--- src/rtl/vram_wr_queue.sv ---
// ---------------------------------------------------------------------------
// vram_wr_queue
//
// CPU-side write queue feeding the video block's VRAM write port. CPU memory
// writes aimed at video memory are filtered and stored in a small show-ahead
// FIFO. The video fetch engine sees the head entry on vaddr_o/md_o/wr_o/
// double_cas_o. It retires that entry by pulsing wr_ack_i in its WR_CPU slot.
// Between slots the queue absorbs CPU bursts. When the queue is full it asks
// the CPU to wait.
//
// Ports:
//   clk42_i       system clock (42 MHz)
//   res_n_i       synchronous active-low reset
//   cpu_wr_i      one-cycle CPU write strobe
//   cpu_addr_i    write address; bit19=1 graphic space, bit19=0 Spectrum space
//   cpu_dat_i     write data
//   cpu_word_i    16-bit (double CAS) write
//   scr_wr_off_i  block writes into the Spectrum screen window
//   wr_ack_i      video engine consumed the head entry (one-cycle pulse)
//   vaddr_o       head entry address
//   md_o          head entry data
//   wr_o          head entry valid (queue non-empty)
//   double_cas_o  head entry word flag
//   cpu_wait_o    queue full, CPU must hold off
//   ovf_o         sticky: a write was dropped while the queue was full
//   level_o       current occupancy, 0..DEPTH
// ---------------------------------------------------------------------------
module vram_wr_queue #(
   parameter int          DEPTH     = 4,
   parameter logic [13:0] SCR_LIMIT = 14'h1B00
) (
   input  logic                     clk42_i,
   input  logic                     res_n_i,
   input  logic                     cpu_wr_i,
   input  logic [19:0]              cpu_addr_i,
   input  logic [15:0]              cpu_dat_i,
   input  logic                     cpu_word_i,
   input  logic                     scr_wr_off_i,
   input  logic                     wr_ack_i,
   output logic [19:0]              vaddr_o,
   output logic [15:0]              md_o,
   output logic                     wr_o,
   output logic                     double_cas_o,
   output logic                     cpu_wait_o,
   output logic                     ovf_o,
   output logic [$clog2(DEPTH):0]   level_o
);

   localparam int PW = $clog2(DEPTH);
   localparam int CW = PW + 1;
   localparam logic [CW-1:0] FULL_COUNT = CW'(DEPTH);
   localparam logic [CW-1:0] TWO_COUNT  = CW'(2);

   // Entry storage. No reset is needed: only slots between the head and tail
   // pointers are ever read as valid data.
   logic [19:0]   addrMem [DEPTH];
   logic [15:0]   datMem  [DEPTH];
   logic          wordMem [DEPTH];

   logic [PW-1:0] headPtr_q, headPtr_d;
   logic [PW-1:0] tailPtr_q, tailPtr_d;
   logic [CW-1:0] count_q, count_d;

   logic [19:0]   vaddr_q, vaddr_d;
   logic [15:0]   md_q, md_d;
   logic          wr_q;
   logic          doubleCas_q, doubleCas_d;
   logic          cpuWait_q;
   logic          ovf_q;

   logic          accept;
   logic          tailMatch;
   logic          isFull;
   logic          doPop;
   logic          doMerge;
   logic          doPush;
   logic          doDrop;
   logic          writeEn;
   logic [PW-1:0] lastIdx;
   logic [PW-1:0] writeIdx;

   // Decide what happens this cycle. A write is accepted if it targets
   // graphic space, or if it targets the Spectrum screen window and screen
   // writes are enabled. An accepted write that repeats the {addr,word} of
   // the tail entry overwrites only the tail data. This never applies to the
   // head entry, because the video engine may be fetching it. Otherwise the
   // write is pushed. When the queue is full, a push is still allowed if a pop
   // frees a slot in the same cycle. Without that pop the write is dropped and
   // flagged as an overflow.
   always_comb begin
      accept    = cpu_wr_i & (cpu_addr_i[19] |
                  (~scr_wr_off_i & (cpu_addr_i[13:0] < SCR_LIMIT)));
      lastIdx   = tailPtr_q - 1'b1;
      tailMatch = (addrMem[lastIdx] == cpu_addr_i) &&
                  (wordMem[lastIdx] == cpu_word_i);
      isFull    = (count_q == FULL_COUNT);
      doPop     = wr_ack_i && (count_q != '0);
      doMerge   = accept && (count_q >= TWO_COUNT) && tailMatch;
      doPush    = accept && !doMerge && (!isFull || doPop);
      doDrop    = accept && !doMerge && isFull && !doPop;
      writeEn   = doPush || doMerge;
      writeIdx  = doMerge ? lastIdx : tailPtr_q;
   end

   // Compute the next pointer and occupancy values. A push and a pop in the
   // same cycle leave the count unchanged.
   always_comb begin
      headPtr_d = doPop  ? headPtr_q + 1'b1 : headPtr_q;
      tailPtr_d = doPush ? tailPtr_q + 1'b1 : tailPtr_q;
      count_d   = count_q;
      if (doPush && !doPop) begin
         count_d = count_q + 1'b1;
      end else if (doPop && !doPush) begin
         count_d = count_q - 1'b1;
      end
   end

   // Work out what the head entry will be next cycle, so the outputs can be
   // registered from it. If this cycle's write lands in the slot that becomes
   // the head, bypass the memory. This happens when:
   //   - a push goes into an empty queue,
   //   - a push coincides with a pop at count 1, or
   //   - a merge coincides with a pop at count 2.
   // When the queue goes empty, the previous head values are held. This keeps
   // the outputs at their reset value until the first push.
   always_comb begin
      vaddr_d     = vaddr_q;
      md_d        = md_q;
      doubleCas_d = doubleCas_q;
      if (count_d != '0) begin
         if (writeEn && (writeIdx == headPtr_d)) begin
            vaddr_d     = cpu_addr_i;
            md_d        = cpu_dat_i;
            doubleCas_d = cpu_word_i;
         end else begin
            vaddr_d     = addrMem[headPtr_d];
            md_d        = datMem[headPtr_d];
            doubleCas_d = wordMem[headPtr_d];
         end
      end
   end

   // Write entry storage on a push or merge. A merge only changes the data,
   // but rewriting the identical address and word flag is harmless.
   always_ff @(posedge clk42_i) begin
      if (res_n_i && writeEn) begin
         addrMem[writeIdx] <= cpu_addr_i;
         datMem[writeIdx]  <= cpu_dat_i;
         wordMem[writeIdx] <= cpu_word_i;
      end
   end

   // Register the control state and all outputs. Reset discards any queued
   // entries and clears the sticky overflow flag.
   always_ff @(posedge clk42_i) begin
      if (!res_n_i) begin
         headPtr_q   <= '0;
         tailPtr_q   <= '0;
         count_q     <= '0;
         vaddr_q     <= '0;
         md_q        <= '0;
         wr_q        <= 1'b0;
         doubleCas_q <= 1'b0;
         cpuWait_q   <= 1'b0;
         ovf_q       <= 1'b0;
      end else begin
         headPtr_q   <= headPtr_d;
         tailPtr_q   <= tailPtr_d;
         count_q     <= count_d;
         vaddr_q     <= vaddr_d;
         md_q        <= md_d;
         wr_q        <= (count_d != '0);
         doubleCas_q <= doubleCas_d;
         cpuWait_q   <= (count_d == FULL_COUNT);
         ovf_q       <= ovf_q | doDrop;
      end
   end

   assign vaddr_o      = vaddr_q;
   assign md_o         = md_q;
   assign wr_o         = wr_q;
   assign double_cas_o = doubleCas_q;
   assign cpu_wait_o   = cpuWait_q;
   assign ovf_o        = ovf_q;
   assign level_o      = count_q;

endmodule

--- config.mk ---
export PLATFORM = sky130hd
export DESIGN_NAME = vram_wr_queue
export DESIGN_NICKNAME = d
export VERILOG_FILES = /design/src/rtl/vram_wr_queue.sv
export SDC_FILE = /design/constraint.sdc
export NUM_CORES = 1
export LEC_CHECK = 0
export CAP_MARGIN = 0
export CORE_MARGIN = 8
export CORE_UTILIZATION = 51
export DETAILED_ROUTE_END_ITERATION = 8
export PLACE_DENSITY = 0.76
export SYNTH_ARGS = -nofsm -noshare
export SYNTH_HDL_FRONTEND = slang
export SYNTH_SLANG_ARGS = --single-unit
--- constraint.sdc ---
create_clock -name clk42_i -period 6.7 [get_ports clk42_i]
set_clock_uncertainty 0.15 [all_clocks]
set_input_delay 1.34 -clock clk42_i [delete_from_list [all_inputs] [get_ports clk42_i]]
set_output_delay 1.34 -clock clk42_i [all_outputs]
set_load 0.02 [all_outputs]
# --- Word-level counts from Yosys, hierarchy flattened ---
# Memories as Yosys holds them, arrays and structs flattened. A register that Yosys moved wholly into a read port is not among the register bits.
# Index checks and enable logic that the tools add are counted.
totals:
  ramBits: 148
  ff_bits: 10
  output_inout_bits: 43
  word_cells: 53
  mem_count: 3
  inputBits: 42
  latch_bits: 0
  romBits: 0
memory_table:
  columns: ["name", "depth", "width", "rd", "rd_clocked_by_memory_dff", "write_ports", "line_no", "source"]
  rows:
  - ["addrMem", 4, 20, 2, 1, 1, "56", "logic [19:0] addrMem [DEPTH];"]
  - ["datMem", 4, 16, 1, 1, 1, "57", "logic [15:0] datMem [DEPTH];"]
  - ["wordMem", 4, 1, 2, 1, 1, "58", "logic wordMem [DEPTH];"]
classes:
  shifts: 0
  n_eq_ne: 4
  reduce_logical: 22
  bitwise_logic: 5
  multipliers: 0
  muxes: 6
  div_mod_pow: 0
  add_sub_neg: 5
  order_cmp: 2
ops:
  columns: ["op", "n"]
  rows:
  - ["$eq A20 B20 Y1", 1]
  - ["$lt A14 B13 Y1 const B", 1]
  - ["$logic_and A1 B1 Y1", 11]
  - ["$logic_not A1 Y1", 7]
  - ["$eq A3 B3 Y1 const B", 2]
  - ["$mux W3", 2]
  - ["$reduce_bool A3 Y1", 2]
  - ["$add A2 B1 Y2 const B", 2]
  - ["$mux W2", 2]
  - ["$add A3 B1 Y3 const B", 1]
  - ["$ge A3 B2 Y1 const B", 1]
  - ["$sub A3 B1 Y3 const B", 1]
  - ["$and A1 B1 Y1", 2]
  - ["$logic_or A1 B1 Y1", 2]
  - ["$mux W1", 2]
  - ["$or A1 B1 Y1", 2]
  - ["$sub A2 B1 Y2 const B", 1]
  - ["$eq A1 B1 Y1", 1]
  - ["$not A1 Y1", 1]

# --- Depth between registers and ports, before layout ---
# Gate-level depths: netlist (run 1).
logic_depth:
  ltp_word: 14
  depth_mapped: 15
  mapped_depth_nobuf: 11

# --- Worst setup path before layout (run 1) ---
# OpenSTA, ideal clock, no wires.
synth_path:
  path_kind: "input -> register"
  start: "input cpu_addr_i[9]"
  end: "memory addrMem[1][0], enable pin"
  arrival_ns: 5.267
  setup_ns: 0.488
  t_required_ns: 6.062
  stages: 9
  path_slack_ns: 0.795
  n_path_buf: 1
  cell_sequence: "a21oi_1 -> o311a_1 -> clkbuf_1 -> o2111ai_1 -> nor3_1 -> nand4_1 -> nor2_1 -> nand2_1 -> a21boi_0"
synth_via:
  elab_chain_len: 13
  elab_cells_between_ends: 16
  classes_between: "order compare: 1; eq/ne: 1; mux: 3; bitwise: 3; reduce/logical: 8"
synth_lines:
  columns: ["element", "line_no", "source"]
  rows:
  - ["start, declared", "35", "input logic [19:0] cpu_addr_i,"]
  - ["$lt A14 B13 Y1", "92", "(~scr_wr_off_i & (cpu_addr_i[13:0] < SCR_LIMIT)));"]
  - ["$and A1 B1 Y1", "92", null]
  - ["$or A1 B1 Y1", "91", "accept = cpu_wr_i & (cpu_addr_i[19] |"]
  - ["$and A1 B1 Y1", "91", null]
  - ["$logic_and A1 B1 Y1 (2 in series)", "98", "doMerge = accept && (count_q >= TWO_COUNT) && tailMatch;"]
  - ["$logic_not A1 Y1", "99", "doPush = accept && !doMerge && (!isFull || doPop);"]
  - ["$logic_and A1 B1 Y1 (2 in series)", "99", null]
  - ["$logic_or A1 B1 Y1", "101", "writeEn = doPush || doMerge;"]
  - ["$logic_and A1 B1 Y1", "146", "if (res_n_i && writeEn) begin"]
  - ["$mux W1", "146", null]
  - ["$mux W1 (implied by the code)", "147", "addrMem[writeIdx] <= cpu_addr_i;"]
  - ["end, declared", "56", null]
# Parallel ways exist; a longest one is shown, timed or not.

# --- Worst setup path after layout (run 1) ---
layout_path:
  start: "input cpu_addr_i[13]"
  end: "register vaddr_q[17] (netlist: vaddr_o[17]) (read register of addrMem)"
layout_via:
  elab_chain_len: 14
  elab_cells_between_ends: 17
  classes_between: "order compare: 1; eq/ne: 1; mux: 2; bitwise: 3; reduce/logical: 10"
layout_lines:
  columns: ["element", "line_no", "source"]
  rows:
  - ["$lt A14 B13 Y1", "92", null]
  - ["$and A1 B1 Y1", "92", null]
  - ["$or A1 B1 Y1", "91", null]
  - ["$and A1 B1 Y1", "91", null]
  - ["$logic_and A1 B1 Y1 (2 in series)", "98", null]
  - ["$logic_not A1 Y1", "99", null]
  - ["$logic_and A1 B1 Y1 * (2 in series)", "99", null]
  - ["$logic_not A1 Y1", "113", "end else if (doPop && !doPush) begin"]
  - ["$logic_and A1 B1 Y1", "113", null]
  - ["$mux W3", "113", null]
  - ["$mux W3 *", "111", "if (doPush && !doPop) begin"]
  - ["$reduce_bool A3 Y1 *", "130", "if (count_d != '0) begin"]
  - ["end, declared", "64", "logic [19:0] vaddr_q, vaddr_d;"]
# Mark *: on every way between the ends. The rest lies on a longest branch, timed or not.
# A chain may end at the register's enable or synchronous reset.

==> results of run 1 <==
## flip-flops by register name, summed over array words and instances, names as in the netlist
signal        count
md_o             16
addrMem          80
datMem           64
wordMem           4
cpu_wait_o        1
vaddr_o          20
ovf_o             1
wr_o              1
double_cas_o      1
headPtr_q         2
level_o           3
tailPtr_q         2
## layer usage
| metal | up-vias | share of wire | track usage |
|---|---|---|---|
| li1 | 2520 | - | - |
| met1 | 2870 | 0.41 | 0.245 |
| met2 | 242 | 0.51 | 0.329 |
| met3 | 35 | 0.063 | 0.0367 |
| met4 | 0 | 0.019 | 0.0762 |
| met5 | - | 0 | 0 |
## cell usage in the layout, fill, tap and decap left out, types with 5 or more instances in the layout
| master | n |
|---|---|
| dfxtp_1 | 46 |
| nand4_1 | 8 |
| buf_4 | 14 |
| o2111ai_1 | 5 |
| nand3_1 | 6 |
| nor2b_1 | 5 |
| a21oi_1 | 10 |
| mux4_2 | 50 |
| xnor2_1 | 14 |
| a21o_1 | 37 |
| o311ai_0 | 37 |
| clkdlybuf4s50_1 | 83 |
| mux2i_1 | 53 |
| nand2_1 | 50 |
| edfxtp_1 | 148 |
| xor2_1 | 13 |
| clkbuf_16 | 17 |
| clkbuf_1 | 5 |
| inv_1 | 7 |
## worst paths after layout
| kind | startpoint | endpoint |
|---|---|---|
| setup reg to reg | tailPtr_q[0] | vaddr_o[17] |
| hold reg to reg | double_cas_o | double_cas_o |
| hold / removal | double_cas_o | double_cas_o |
| setup / recovery | cpu_addr_i[13] | vaddr_o[17] |
## power groups by stage
stage | combinational, W | sequential [W] | clock (W)
detailed placement | 0.00133 | 0.00151 | 0
finish | 0.00133 | 0.00149 | 0.000955
global route | 0.00141 | 0.00150 | 0.00101
global placement | 0.00130 | 0.00151 | 0
floorplan | 0.000872 | 0.00159 | 0
CTS | 0.00134 | 0.00149 | 0.000971
## cell families after synthesis
kind of cell,Yosys count
mux,104
buf+inv,51
flops,195
simple gates,95
xor+xnor,30
compound gates,113
fa+ha+maj,6
## cell type report
class / count / area, µm²
Tap cell: 225 / 282
Clock buffer: 24 / 472
Sequential cell: 195 / 5390
Fill cell: 1267 / 6640
Inverter: 7 / 26.3
Timing Repair Buffer: 99 / 961
Multi-Input combinational cell: 348 / 3450
Clock inverter: 8 / 78.8
## worst reg2reg max path: stages, from the launching register on
cell      delay [ns]
dfxtp_2         0.63
buf_4           0.46
mux4_2          0.59
xnor2_1         0.19
nand4_1         0.17
a221oi_2        0.25
nand4_1         0.25
and2_1          0.36
and3_1          0.56
buf_4           0.38
o311ai_0        0.51
mux2i_1         0.14
## per-stage QoR
stage / power [W] / util / hold slack (ns) / std cells
after floorplan: 0.00247 / - / 0.387 / 594
after global placement: 0.00281 / 0.584 / 0.296 / 874
after global routing: 0.00393 / 0.616 / 0.332 / 906
after detailed placement: 0.00285 / 0.584 / 0.306 / 874
after CTS: 0.00380 / 0.616 / 0.316 / 906
final: 0.00377 / 0.616 / 0.311 / 906
==> results.sh, run 1 <==
export IMPL_crit_type="in2reg"
export IMPL_synth_adder_area_share=0.00777
export IMPL_yosysUniqueCellTypes=51
export IMPL_postCtsHoldBufs=0
export IMPL_syn_num_nets=640
export IMPL_cp_top_family="simple AND/OR/NAND/NOR gates"
export IMPL_cts_htree_levels=4
export IMPL_synth_xor_area_frac=0.0307
export IMPL_wl_per_cell_um=23.6
export IMPL_holdPathStages=2
export IMPL_setup_violations=0
export IMPL_layout_min_cycle_time_ns=4.99
export IMPL_fp_coreArea_um2=17300
export IMPL_crit_path_start_kind="primary input"
export IMPL_tns_ns=0
export IMPL_synth_edf_count=148
export IMPL_drive_gt1_frac=0.153
export IMPL_syn_cell_area_um2=9020
export IMPL_finalCritPeriodShare=0.745
export IMPL_cp_slowest_cell="clkdlybuf4s50_1"
export IMPL_ir_drop_mv=0.195
export IMPL_r2r_slack_ns=1.93
export IMPL_postSynthCellCount=594
export IMPL_root_buffer="clkbuf_16"
export IMPL_p_leak_nw=3.48
export IMPL_fp_row_count=48
export IMPL_fin_area_um2=10700
export IMPL_vias=5667
export IMPL_drc=0
export IMPL_drt_iter0_markers=485
export IMPL_postRouteAntennaNets=0
export IMPL_area_growth_syn_to_layout_pct=18.1
export IMPL_hold_viol_final=0
export IMPL_async_reset_ff_frac=0
export IMPL_cts_sinks=195
export IMPL_worstPathArrival_ns=5.14
export IMPL_synth_compound_gate_area_share=0.101
export IMPL_grt_max_degree=88
export IMPL_worstMarginPinSlew_ns=0.994
export IMPL_grt_pass1_vias=5873
export IMPL_dieArea_um2=22200
export IMPL_via_per_inst=6.25
export IMPL_insertedDiodeCount=0
export IMPL_grt_pass1_wl_um=33100
export IMPL_hold_path_class="reg2reg"
export IMPL_wl_um=21400
export IMPL_cts_inserted_buffers=17
export IMPL_post_cts_buffers=0
export IMPL_cts_resized=0
export IMPL_slowest_delay_ns=0.61
export IMPL_p_int_w=0.00260
export IMPL_syn_area_per_cell_um2=15.2
export IMPL_ios=85
export IMPL_initial_utilization=0.522
export IMPL_status="finished clean"
export IMPL_synth_mux_area_frac=0.185
export IMPL_seq_power_share=0.394
export IMPL_yosys_top_cells_count="148 x edfxtp_1, 53 x mux2i_1, 50 x mux4_2, 50 x nand2_1, 47 x dfxtp_1"
export IMPL_synthTopCellsByArea="edfxtp_1 49%, mux4_2 12%, dfxtp_1 10%"
export IMPL_grt_use_total=0.195
export IMPL_crit_chain="clkdlybuf4s50_1, o21bai_1, o311a_1, o2111ai_1, nor4_1, nand4_1, and2_1, and3_1, buf_4, o311ai_0, mux2i_1"
export IMPL_p_sw_w=0.00117
export IMPL_yosys_area_top_type="edfxtp_1"
export IMPL_slew_headroom=0.338
export IMPL_required_ns=6.85
export IMPL_die_h_um=149
export IMPL_path_clk_slew_ns=0.07
export IMPL_yosys_warnings=0
export IMPL_die_x_um=149
export IMPL_end_kind="flip-flop"
export IMPL_grt_remaining_overflow=0
export IMPL_synthFlopType="edfxtp_1"
export IMPL_clock_latency_ns=0.43
export IMPL_synth_seq_area_share=0.597
export IMPL_power_density_nw_per_um2=354
export IMPL_place_gp_congestion=0.940
export IMPL_synth_top_family_by_area="multiplexers"
export IMPL_power_switching_fraction=0.311
export IMPL_slew_violations=0
export IMPL_cp_depth=11
export IMPL_antenna_found_initial=0
export IMPL_setup_slack_ns=1.71
export IMPL_synthSimpleGateAreaFrac=0.0494
export IMPL_fmax_mhz=200
export IMPL_tritoncts="done"
export IMPL_io_buffers=84
export IMPL_dp_hpwl_um=13900
export IMPL_cp_max_fo=24
export IMPL_rsz0062_at_grt="no"
export IMPL_fin_nets=714
export IMPL_post_synth_top_area_fraction=0.493
export IMPL_first_pass_iters=5
export IMPL_worstRegToRegCells=11
export IMPL_cts_buffer_depth=2
export IMPL_drv_cap=0
export IMPL_path_buf_inv=2
export IMPL_p_comb_frac=0.353
export IMPL_pwr_share_clk=0.253
export IMPL_synth_most_common_cell="edfxtp_1"
export IMPL_postPlaceCellArea_um2=10100
export IMPL_pre_cts_slack_ns=1.38
export IMPL_ys_ff_latch=195
No activity file was read; power rests on OpenSTA's default activity.
==> run 2, diff against run 1 <==
==> constraint.sdc (replaced) <==
create_clock -name clk42_i -period 5.2 [get_ports clk42_i]
set_clock_uncertainty 0.15 [all_clocks]
set_input_delay 1.04 -clock clk42_i [delete_from_list [all_inputs] [get_ports clk42_i]]
set_output_delay 1.04 -clock clk42_i [all_outputs]
set_load 0.02 [all_outputs]
==> run 2 against run 1 <==
Against the previous run:
- combinational power grew 29%
- worst hold slack better by 0.0016 ns
- die area stayed put
- clock-buffer cell count down 5
- critical endpoint is now vaddr_o[12]
==> results.sh, run 2 (synthesis gave the netlist of run 1 again) <==
export IMPL_cts_sinks=195
export IMPL_worstRegToRegCells=10
export IMPL_cts_inserted_buffers=17
export IMPL_drc=0
export IMPL_grt_remaining_overflow=0
export IMPL_crit_path_start_kind="flip-flop"
export IMPL_drv_cap=0
export IMPL_cts_buffer_depth=2
export IMPL_setup_violations=0
export IMPL_required_ns=5.34
export IMPL_grt_pass1_wl_um=34100
export IMPL_slew_headroom=0.303
export IMPL_cts_htree_levels=4
export IMPL_clock_latency_ns=0.43
export IMPL_die_h_um=149
export IMPL_fill_cells=1295
export IMPL_grt_max_degree=87
export IMPL_p_int_w=0.00333
export IMPL_ios=85
export IMPL_post_cts_buffers=0
export IMPL_fin_nets=716
export IMPL_crit_type="reg2reg"
export IMPL_root_buffer="clkbuf_16"
export IMPL_slowest_delay_ns=0.81
export IMPL_wl_um=21600
export IMPL_status="finished clean"
export IMPL_worstPathArrival_ns=4.68
export IMPL_wl_per_cell_um=23.7
export IMPL_worstMarginPinSlew_ns=1.04
export IMPL_worstReg2RegStart="tailPtr_q[0]"
export IMPL_crit_chain="mux4_2, xnor2_1, nand4_1, nor4_1, nand4_1, and2_1, and3_1, buf_4, o311ai_0, mux2i_1"
export IMPL_worstReg2RegEnd="vaddr_o[12]"
export IMPL_rsz0062_at_grt="no"
export IMPL_grt_use_total=0.200
export IMPL_fmax_mhz=220
export IMPL_grt_pass1_vias=6152
export IMPL_place_gp_congestion=0.871
export IMPL_holdPathEnd="md_o[12]"
export IMPL_seq_power_share=0.395
export IMPL_postRouteAntennaNets=0
export IMPL_cts_resized=0
export IMPL_drt_iter0_markers=667
export IMPL_r2r_slack_ns=0.66
export IMPL_cp_max_fo=23
export IMPL_tritoncts="done"
export IMPL_die_x_um=149
export IMPL_finalCritPeriodShare=0.874
export IMPL_fin_hold_ws_ns=0.312
export IMPL_fin_util=0.618
export IMPL_p_sw_w=0.00154
export IMPL_power_switching_fraction=0.316
export IMPL_p_comb_frac=0.353
export IMPL_antenna_found_initial=0
export IMPL_vias=5715
export IMPL_initial_utilization=0.522
export IMPL_drive_gt1_frac=0.160
export IMPL_layout_min_cycle_time_ns=4.54
export IMPL_area_growth_syn_to_layout_pct=18.6
export IMPL_via_per_inst=6.29
export IMPL_end_kind="flip-flop"
export IMPL_cp_slowest_cell="dfxtp_2"
export IMPL_power_density_nw_per_um2=455
export IMPL_p_leak_nw=3.50
export IMPL_final_common_cell="edfxtp_1"
export IMPL_cp_startpoint="tailPtr_q[0]"
export IMPL_insertedDiodeCount=0
export IMPL_largest_register="addrMem"
export IMPL_path_clk_slew_ns=0.07
export IMPL_slew_violations=0
export IMPL_crit_top_cell="nand4_1"
export IMPL_postCtsHoldBufs=0
export IMPL_tns_ns=0
export IMPL_ir_drop_mv=0.240
export IMPL_io_buffers=84
export IMPL_holdPathStages=2
export IMPL_hold_path_class="reg2reg"
export IMPL_hp_start="md_o[12]"
export IMPL_largest_register_ffs=80
export IMPL_dieArea_um2=22200
export IMPL_hold_viol_final=0
export IMPL_final_cell_mix="148 x edfxtp_1, 83 x clkdlybuf4s50_1, 53 x mux2i_1"
export IMPL_dp_hpwl_um=13600
export IMPL_pwr_share_clk=0.252
export IMPL_fp_row_count=48
export IMPL_first_pass_iters=6
export IMPL_fp_coreArea_um2=17300
[run 2: cell count changes in the layout (fill, tap and decap cells not counted), sizes merged]
cell	change
clkinvlp	-1
buf	+2
clkbuf	-5
clkinv	+6
[run 2: per-stage QoR]
| step | worst slack, ns | power (W) | cells | cell area, µm² |
|---|---|---|---|---|
| 2_1_floorplan | 0.571 | 0.00318 | 594 | 9020 |
| 5_1_grt | 0.365 | 0.00509 | 908 | 10700 |
| 3_5_place_dp | 0.338 | 0.00369 | 876 | 10200 |
| 6_report | 0.657 | 0.00487 | 908 | 10700 |
| 3_3_place_gp | 0.373 | 0.00365 | 876 | 10200 |
| 4_1_cts | 0.669 | 0.00491 | 908 | 10700 |
[run 2: area by class of cell]
cell class,instances,area (µm²),share of cell area
Multi-Input combinational cell,348,3450,0.322
Clock inverter,13,110,0.0103
Inverter,7,26.3,0.00246
Clock buffer,19,433,0.0405
Timing Repair Buffer,101,1010,0.0947
Sequential cell,195,5390,0.504
Tap cell,225,282,0.0263
[run 2: how the worst max path moves through the flow]
stage / endpoint / cells after the start
after floorplan: addrMem[1][0] / 9
after global placement: vaddr_o[12] / 11
after detailed placement: vaddr_o[12] / 11
after CTS: vaddr_o[12] / 10
after global routing: vaddr_o[15] / 10
final: vaddr_o[12] / 10
[run 2: power groups by stage]
| stage | combinational (W) | sequential [W] | clock, W |
|---|---|---|---|
| floorplan | 0.00112 | 0.00205 | 0 |
| global placement | 0.00170 | 0.00195 | 0 |
| detailed placement | 0.00173 | 0.00196 | 0 |
| CTS | 0.00174 | 0.00192 | 0.00124 |
| global route | 0.00185 | 0.00194 | 0.00130 |
| finish | 0.00172 | 0.00192 | 0.00123 |
[run 2: critical path: cells and delay by family (launching register included)]
kind                   cells  cell delay [ns]
multiplexers               2             0.75
AO/OA/AOI/OAI              1             0.60
buffers and inverters      1             0.28
XOR/XNOR                   1             0.31
flip-flops                 1             0.81
AND/OR/NAND/NOR            5             1.48
[run 2: per-layer routing]
layer  up-vias  GRT usage  routed length [µm]
li1       2529          -                   -
met1      2908      0.250                8830
met2       233      0.334               10900
met3        45     0.0391                1260
met4         0     0.0863                 594
met5         -          0                   0
==> run 3, diff against run 2 <==
--- a/config.mk
+++ b/config.mk
@@ -9,6 +9,7 @@
 export CORE_MARGIN = 8
 export CORE_UTILIZATION = 51
 export DETAILED_ROUTE_END_ITERATION = 8
+export GPL_TIMING_DRIVEN = 0
 export PLACE_DENSITY = 0.76
 export SYNTH_ARGS = -nofsm -noshare
 export SYNTH_HDL_FRONTEND = slang
==> constraint.sdc (replaced) <==
create_clock -name clk42_i -period 5.6 [get_ports clk42_i]
set_clock_uncertainty 0.15 [all_clocks]
set_input_delay 1.12 -clock clk42_i [delete_from_list [all_inputs] [get_ports clk42_i]]
set_output_delay 1.12 -clock clk42_i [all_outputs]
set_load 0.02 [all_outputs]
==> run 3 against run 2 <==
Against the previous run:
- utilization up 1.2 points
- critical path depth up 4
- register-to-register slack better by 0.30 ns
- combinational power about the same
- die area unchanged
- worst hold slack worse by 0.0061 ns
==> results.sh, run 3 (synthesis gave the netlist of run 1 again) <==
export IMPL_required_ns=5.80
export IMPL_die_x_um=149
export IMPL_drt_iter0_markers=582
export IMPL_grt_pass1_vias=6162
export IMPL_crit_top_cell="buf_6"
export IMPL_postRouteAntennaNets=0
export IMPL_place_gp_congestion=0.865
export IMPL_cts_inserted_buffers=17
export IMPL_cp_top_family="buffers and inverters"
export IMPL_drive_gt1_frac=0.140
export IMPL_cts_sinks=195
export IMPL_cts_htree_levels=4
export IMPL_post_cts_buffers=0
export IMPL_die_h_um=149
export IMPL_ios=85
export IMPL_crit_type="in2reg"
export IMPL_largest_register_ffs=80
export IMPL_postCtsHoldBufs=0
export IMPL_largest_register="addrMem"
export IMPL_slew_headroom=0.364
export IMPL_vias=5886
export IMPL_grt_use_total=0.206
export IMPL_area_growth_syn_to_layout_pct=20.9
export IMPL_worstMarginPinSlew_ns=0.951
export IMPL_tritoncts="done"
export IMPL_layout_min_cycle_time_ns=4.91
export IMPL_p_leak_nw=3.58
export IMPL_via_per_inst=6.27
export IMPL_first_pass_iters=5
export IMPL_fin_area_um2=10900
export IMPL_fp_coreArea_um2=17300
export IMPL_worstPathArrival_ns=5.11
export IMPL_crit_path_start_kind="primary input"
export IMPL_final_common_cell="edfxtp_1"
export IMPL_finalCritPeriodShare=0.876
export IMPL_crit_chain="clkdlybuf4s50_1, o21bai_1, o311a_1, clkbuf_1, o2111ai_1, nor4_1, nand4_1, and2_1, buf_6, o32a_1, a2111oi_4, buf_6, buf_12, mux2i_1"
export IMPL_antenna_found_initial=0
export IMPL_path_clk_slew_ns=0.07
export IMPL_fin_hold_ws_ns=0.306
export IMPL_root_buffer="clkbuf_16"
export IMPL_dieArea_um2=22200
export IMPL_end_kind="flip-flop"
export IMPL_io_buffers=84
export IMPL_ir_drop_mv=0.262
export IMPL_r2r_slack_ns=0.96
export IMPL_cts_resized=0
export IMPL_cp_slowest_cell="clkdlybuf4s50_1"
export IMPL_hold_path_class="reg2reg"
export IMPL_status="finished clean"
export IMPL_postPlaceCellArea_um2=10300
export IMPL_wl_um=22200
export IMPL_grt_max_degree=25
export IMPL_fmax_mhz=204
export IMPL_slowest_delay_ns=0.64
export IMPL_wl_per_cell_um=23.6
export IMPL_hold_viol_final=0
export IMPL_rsz0062_at_grt="no"
export IMPL_cts_buffer_depth=2
export IMPL_cp_max_fo=10
export IMPL_fill_cells=1264
export IMPL_pre_cts_slack_ns=0.359
export IMPL_grt_pass1_wl_um=34700
export IMPL_drc=0
export IMPL_power_density_nw_per_um2=432
export IMPL_initial_utilization=0.522
export IMPL_setup_slack_ns=0.693
export IMPL_fin_nets=747
export IMPL_fp_row_count=48
export IMPL_drv_cap=0
export IMPL_insertedDiodeCount=0
export IMPL_final_cell_mix="148 x edfxtp_1, 84 x clkdlybuf4s50_1, 53 x mux2i_1"
export IMPL_setup_violations=0
export IMPL_slew_violations=0
export IMPL_dp_hpwl_um=14900
export IMPL_path_buf_inv=5
export IMPL_grt_remaining_overflow=0
export IMPL_clock_latency_ns=0.44
## run 3: stage by stage
step / TNS [ns] / utilization / cells / power, W
2_1_floorplan: 0 / - / 594 / 0.00295
3_3_place_gp: -222.10 / 0.586 / 903 / 0.00344
3_5_place_dp: 0 / 0.594 / 907 / 0.00348
4_1_cts: 0 / 0.630 / 939 / 0.00474
5_1_grt: 0 / 0.630 / 939 / 0.00491
6_report: 0 / 0.630 / 939 / 0.00472
## run 3: where the power goes
| part | switching [W] | total [W] | internal [W] | leakage (nW) |
|---|---|---|---|---|
| sequential | 0.0000736 | 0.00176 | 0.00169 | 1.73 |
| combinational | 0.000850 | 0.00169 | 0.000838 | 1.54 |
| clock | 0.000526 | 0.00126 | 0.000739 | 0.309 |
## run 3: area by class of cell
| type | count | area (µm²) | share of cell area |
|---|---|---|---|
| clock buffers | 28 | 603 | 0.0553 |
| multi-input cells | 348 | 3410 | 0.312 |
| clock inverters | 4 | 26.3 | 0.00241 |
| plain buffers | 44 | 240 | 0.0220 |
| inverters | 7 | 26.3 | 0.00241 |
| well taps | 225 | 282 | 0.0258 |
| repair buffers | 88 | 936 | 0.0858 |
| flip-flops and latches | 195 | 5390 | 0.494 |
## run 3: layer usage
layer,routed length (µm),GRT usage
met3,1660,0.0437
met2,11300,0.343
met5,0,0
met4,581,0.0974
met1,8680,0.250
## run 3: worst reg2reg max path, delay by kind of cell, from the launching register on
family,cells,cell delay [ns]
buffers and inverters,4,1.25
AND/OR/NAND/NOR,4,0.95
AO/OA/AOI/OAI,2,0.83
multiplexers,2,0.67
flip-flops,1,0.36
XOR/XNOR,1,0.35
## run 3: final timing paths
check	start	end	depth (start not counted)
setup / recovery	cpu_addr_i[13]	vaddr_o[7]	14
hold / removal	md_o[13]	md_o[13]	2
setup reg to reg	tailPtr_q[1]	vaddr_o[7]	13
hold reg to reg	md_o[13]	md_o[13]	2
